$ cat src/rtl/icache_dm8_if.sv
// Bus bundles for the direct-mapped instruction cache: core fetch side and
// external instruction-memory side.
interface icache_core_if;
  logic        rom_ce_i;
  logic [31:0] rom_addr_i;
  logic [31:0] rom_data_o;
  logic        stallreq_o;
  logic        inv_i;
  logic [15:0] miss_cnt_o;

  modport master (
    output rom_ce_i, rom_addr_i, inv_i,
    input  rom_data_o, stallreq_o, miss_cnt_o
  );

  modport slave (
    input  rom_ce_i, rom_addr_i, inv_i,
    output rom_data_o, stallreq_o, miss_cnt_o
  );
endinterface

interface icache_mem_if;
  logic        mem_req_o;
  logic [31:0] mem_addr_o;
  logic [31:0] mem_rdata_i;
  logic        mem_ack_i;

  modport master (
    output mem_req_o, mem_addr_o,
    input  mem_rdata_i, mem_ack_i
  );

  modport slave (
    input  mem_req_o, mem_addr_o,
    output mem_rdata_i, mem_ack_i
  );
endinterface

$ cat src/rtl/icache_dm8.sv
// 8-entry, one-word-per-line direct-mapped instruction cache with a single
// outstanding refill request and a saturating miss counter.
module icache_dm8 (
  input  logic         clk,
  input  logic         rst,
  icache_core_if.slave core,
  icache_mem_if.master mem
);

  typedef enum logic [1:0] {IDLE, REQ, FILL} state_t;

  state_t      state;
  logic [7:0]  valid;
  logic [26:0] tags  [8];
  logic [31:0] words [8];
  logic        mem_req;
  logic [31:0] mem_addr;
  logic [15:0] miss_cnt;

  logic [2:0]  index;
  logic [26:0] tag;
  logic [2:0]  fill_index;
  logic [26:0] fill_tag;
  logic        hit;
  logic        miss;
  logic        fill;
  logic [1:0]  unused_addr_bits;

  assign index            = core.rom_addr_i[4:2];
  assign tag              = core.rom_addr_i[31:5];
  assign fill_index       = mem_addr[4:2];
  assign fill_tag         = mem_addr[31:5];
  assign unused_addr_bits = core.rom_addr_i[1:0];

  assign hit  = core.rom_ce_i && (state == IDLE) && valid[index] && (tags[index] == tag);
  assign miss = core.rom_ce_i && (state == IDLE) && !hit;
  assign fill = (state == REQ) && mem.mem_ack_i;

  // Any non-IDLE state keeps the pipeline held until the refilled word is looked up again.
  assign core.rom_data_o = hit ? words[index] : 32'h0;
  assign core.stallreq_o = rst && ((state != IDLE) || miss);
  assign core.miss_cnt_o = miss_cnt;
  assign mem.mem_req_o   = mem_req;
  assign mem.mem_addr_o  = mem_addr;

  always_ff @(posedge clk or negedge rst) begin
    if (!rst) begin
      state    <= IDLE;
      valid    <= '0;
      mem_req  <= 1'b0;
      mem_addr <= 32'h0;
      miss_cnt <= 16'h0;
    end else begin
      case (state)
        IDLE: begin
          if (miss) begin
            state    <= REQ;
            mem_req  <= 1'b1;
            mem_addr <= {core.rom_addr_i[31:2], 2'b00};
            if (miss_cnt != 16'hFFFF) begin
              miss_cnt <= miss_cnt + 16'd1;
            end
          end
        end
        REQ: begin
          if (mem.mem_ack_i) begin
            state             <= FILL;
            mem_req           <= 1'b0;
            valid[fill_index] <= 1'b1;
          end
        end
        FILL: begin
          state <= IDLE;
        end
        default: begin
          state   <= IDLE;
          mem_req <= 1'b0;
        end
      endcase
      // Placed last so a flush overrides a coincident refill of the same edge.
      if (core.inv_i) begin
        valid <= '0;
      end
    end
  end

  always_ff @(posedge clk) begin
    if (fill) begin
      tags[fill_index]  <= fill_tag;
      words[fill_index] <= mem.mem_rdata_i;
    end
  end

endmodule
$ cat src/flat_wrapper.sv
// flat-port wrapper written by rule: the top's interface ports become plain ports
module icache_dm8_flat 
  (clk, rst, core_rom_ce_i, core_rom_addr_i, core_inv_i, core_rom_data_o, core_stallreq_o, core_miss_cnt_o, mem_mem_req_o, mem_mem_addr_o, mem_mem_rdata_i, mem_mem_ack_i);
  icache_core_if core_i ();
  icache_mem_if mem_i ();
  input  logic clk;
  input  logic rst;
  input wire logic [$bits(core_i.rom_ce_i)-1:0] core_rom_ce_i;
  input wire logic [$bits(core_i.rom_addr_i)-1:0] core_rom_addr_i;
  input wire logic [$bits(core_i.inv_i)-1:0] core_inv_i;
  output wire logic [$bits(core_i.rom_data_o)-1:0] core_rom_data_o;
  output wire logic [$bits(core_i.stallreq_o)-1:0] core_stallreq_o;
  output wire logic [$bits(core_i.miss_cnt_o)-1:0] core_miss_cnt_o;
  output wire logic [$bits(mem_i.mem_req_o)-1:0] mem_mem_req_o;
  output wire logic [$bits(mem_i.mem_addr_o)-1:0] mem_mem_addr_o;
  input wire logic [$bits(mem_i.mem_rdata_i)-1:0] mem_mem_rdata_i;
  input wire logic [$bits(mem_i.mem_ack_i)-1:0] mem_mem_ack_i;
  assign core_i.rom_ce_i = core_rom_ce_i;
  assign core_i.rom_addr_i = core_rom_addr_i;
  assign core_i.inv_i = core_inv_i;
  assign core_rom_data_o = core_i.rom_data_o;
  assign core_stallreq_o = core_i.stallreq_o;
  assign core_miss_cnt_o = core_i.miss_cnt_o;
  assign mem_mem_req_o = mem_i.mem_req_o;
  assign mem_mem_addr_o = mem_i.mem_addr_o;
  assign mem_i.mem_rdata_i = mem_mem_rdata_i;
  assign mem_i.mem_ack_i = mem_mem_ack_i;
  icache_dm8 u_core (.clk(clk), .rst(rst), .core(core_i), .mem(mem_i));
endmodule
$ cat config.mk
export PLATFORM = sky130hd
export DESIGN_NAME = icache_dm8_flat
export DESIGN_NICKNAME = d
export VERILOG_FILES = /design/src/rtl/icache_dm8_if.sv /design/src/rtl/icache_dm8.sv /design/src/flat_wrapper.sv
export SDC_FILE = /design/constraint.sdc
export NUM_CORES = 1
export LEC_CHECK = 0
export BUFFER_PORTS_ARGS = -buffer_cell sky130_fd_sc_hd__buf_2
export CORE_AREA = 2 2 252 192
export CTS_CLUSTER_DIAMETER = 200
export DETAILED_ROUTE_END_ITERATION = 12
export DIE_AREA = 0 0 254 194
export PLACE_DENSITY_LB_ADDON = 0.12
export SLEW_MARGIN = 15
export SYNTH_ARGS = -nofsm -noshare
export SYNTH_HDL_FRONTEND = slang
export SYNTH_SLANG_ARGS = --single-unit
export TNS_END_PERCENT = 5
$ cat constraint.sdc
create_clock -name clk -period 6 [get_ports clk]
set_input_delay 0.6 -clock clk [delete_from_list [all_inputs] [get_ports clk]]
set_output_delay 0.6 -clock clk [all_outputs]
set_load 0.005 [all_outputs]
==> summary.md <==
| Metric | Value |
|---|---|
| Mean Syn Cell Area | `approximately 20 um2` |
| Routed len/inst | `23.8 um` |
| Initial antenna violation count | `5` |
| Layout Cells excl Fill | `1891` |
| IO buf count | `about 150` |
| Sum Neg Setup Slack | `0 ns` |
| Status | `finished clean` |
| Residual DRC count | `0` |
| Fmax | `219 MHz` |
| Std cell rows | `a little under 70` |
| Placed insts | `1790` |
| Min Hold Slack | `0.255 ns` |
| Critical-path cell list | `buf_6 > buf_4 > mux2i_1 > a22oi_1 > and3_1 > o22a_1 > nor4b_1 > nand4_4 > buf_4 > nor2_1 > buf_2` |
| Setup Crit Path Kind | `in2out` |
| # resized after CTS | `0` |
| Root Driver | `clkbuf_16` |
| CP Buf/Inv Count | `4` |
| Routed vias | `10200` |
| Flops & latches, synth | `529` |
| Max-slew violation count | `0` |
| Tot GR Track Use | `between 10% and 20%` |
| Cts hold-fix bufs | `1` |
| Pwr dens | `370 mW/mm2` |
| Die H | `194 um` |
| Initial DRC count | `715` |
| Area Growth Syn to Fin | `15.0%` |
| CP max stage delay | `0.63 ns` |
| Most frequent cells in the layout | `edfxtp_1, buf_2, mux2i_1, mux4_2, dfrtp_1` |
| Mapped cell area | `between 0.02 and 0.025 mm2` |
| Worst path slowest cell | `buf_4` |
| Crit path max fanout | `53` |
| Vias per std cell | `around 5.4` |
| Core area | `0.0468 mm2` |
| WL final | `44900 um` |
| Clock Sink Count | `529` |
| Number of synthesized flops with an enable pin | `472` |
| Fin area | `0.0239 mm2` |
| RSZ-0062 raised after global routing | `false` |
| Die ar. | `around 0.05 mm2` |
| Wire length of the first global-routing pass | `between 60000 and 70000 um` |
| Worst setup SP type | `input port` |
| CTS tree | `done` |
| CP arrival | `3.96 ns` |
| CTS H-tree depth | `2` |
| Postcts setup bufs | `0` |
| Cells after Synth | `1032` |
| Hold/Removal Path Class | `in2reg` |
| Clk_skew | `0.0209 ns` |
| Starting Density | `approximately 44%` |
| Post-layout nets | `1277` |
| CP dominant cell by count | `buf_4` |
| Worst EP required | `5.40 ns` |
| Leak | `8.47 nW` |
| Yosys cell types | `49` |
| CTS Buf Count | `53` |
| Final hold viol count | `0` |
| Post-DP HPWL | `~25000 um` |
| Period Utilization, post-route | `76.0%` |
| Leading area contributor after synthesis | `edfxtp_1` |
| GPL Wtd Cong | `just over 0.7` |
| Die width | `254 um` |
| Largest net degree at the start of global routing | `58` |
| Family with the most delay on the worst path | `buffers and inverters` |
| Overflow left after global routing | `0` |
| Ys flop type | `edfxtp_1` |
| Vias in the first global route | `10500` |
| Actual slew at the worst max-slew pin | `1.18 ns` |
| Final setup fails | `0` |
| Ys async rst share | `between 10% and 20%` |
| Peak supply drop | `0.252 mV` |
| Most common cell after layout, fill and taps aside | `edfxtp_1` |
| Area share of the largest cell type after synthesis | `between 60% and 70%` |
| Worst-case clock buffer depth | `3` |
| Fin crit period | `~4.6 ns` |
| I/O pin total | `151` |
| Final Util | `roughly half` |
| Relative slew margins | `20.9%` |
| Max_cap viols | `0` |
| Skew-Pair Late Insertion Delay | `around 0.60 ns` |
| Synth top area cells | `edfxtp_1, mux4_2, dfrtp_1` |
| Post-DRT Antenna Nets | `0` |
| Worst-path clk slew | `0.06 ns` |
| Layout cells sized above 1 | `29.9%` |
| Crit path capture type | `output port` |
| Sequential share of the synthesized area | `75.1%` |
| YS warnings | `0` |
| Post-place instance area | `between 0.02 and 0.025 mm2` |
| TritonRoute pass-1 iters | `7` |
## power by group
| part | total [mW] | switching (mW) | internal, mW |
|---|---|---|---|
| registers | 4.81 | 0.288 | 4.52 |
| logic | 0.921 | 0.511 | 0.410 |
| clock network | 3.13 | 1.36 | 1.77 |
| total | 8.86 | 2.16 | 6.70 |
## per-stage QoR
step	setup slack (ns)	power, mW
after floorplan	0.364	5.36
after global placement	1.41	5.80
after detailed placement	1.36	5.83
after CTS	1.36	8.97
after global routing	1.16	9.23
final	1.44	8.86
## kinds of logic after synthesis
group	count (synthesis)	synth area share, %
AO/OA/AOI/OAI	49	1.65
XOR/XNOR	25	1.05
AND/OR/NAND/NOR	149	3.67
other	1	0.0180
flip-flops	529	75.1
buffers and inverters	54	1.52
adder cells (fa/ha/maj)	1	0.0602
multiplexers	224	17.0
## per-layer routing
| layer | GRT usage, % | up-vias | share of wire (%) |
|---|---|---|---|
| li1 | - | 4520 | - |
| met1 | 27.3 | 5361 | 46 |
| met2 | 28.7 | 220 | 47 |
| met3 | 3.65 | 68 | 4.7 |
| met4 | 5.12 | 4 | 1.9 |
| met5 | 0 | - | 0.051 |
## flip-flops by register name (all words and copies together), names as in the netlist
signal / count
u_core.words: 256
u_core.tags: 216
u_core.mem.mem_addr_o: 30
u_core.core.miss_cnt_o: 16
u_core.valid: 8
u_core.state: 2
u_core.mem.mem_req_o: 1
## cell type report
class / count / area (um2)
clock inverters: 23 / 189
diodes: 2 / 5.00
fillers: 3869 / 22900
repair buffers: 168 / 917
flip-flops and latches: 529 / 15600
inverters: 5 / 18.8
clock buffers: 75 / 1450
multi-input cells: 450 / 4930
well taps: 639 / 800
## path summary, 6_finish.rpt
kind                                           startpoint                        end  slack, ns  cells after the start
min in group asynchronous                             rst  u_core.mem.mem_addr_o[17]       0.45                      2
worst min-delay path                  core_rom_addr_i[26]  u_core.mem.mem_addr_o[26]       0.25                      2
worst max-delay path                   core_rom_addr_i[3]        core_rom_data_o[24]       1.44                     11
worst max register to register            u_core.state[1]  u_core.mem.mem_addr_o[26]       2.50                      9
worst min register to register  u_core.core.miss_cnt_o[7]  u_core.core.miss_cnt_o[7]       0.49                      1
max in group asynchronous                             rst  u_core.mem.mem_addr_o[27]       4.44                      3
## Yosys cell counts (2+ instances only)
| cell | number |
|---|---|
| nand2b_1 | 7 |
| and2_1 | 2 |
| buf_2 | 20 |
| clkbuf_1 | 15 |
| nand4_1 | 8 |
| xnor2_1 | 11 |
| nor2b_1 | 4 |
| mux4_2 | 94 |
| a21oi_1 | 10 |
| o22ai_1 | 3 |
| a221oi_1 | 2 |
| mux2_1 | 9 |
| buf_12 | 2 |
| buf_6 | 4 |
| nand3_1 | 9 |
| and4_1 | 2 |
| and3_1 | 21 |
| xor2_1 | 14 |
| nor3_1 | 2 |
| nor4_2 | 2 |
| nor2_1 | 61 |
| mux2_4 | 18 |
| buf_4 | 4 |
| a22oi_1 | 20 |
| a31o_2 | 3 |
| mux2i_1 | 97 |
| inv_1 | 5 |
| a31oi_1 | 4 |
| buf_1 | 3 |
| dfrtp_1 | 57 |
| edfxtp_1 | 472 |
| mux2_2 | 6 |
| a22o_1 | 2 |
| nand2_1 | 24 |
(Power assumes the default switching activity.)
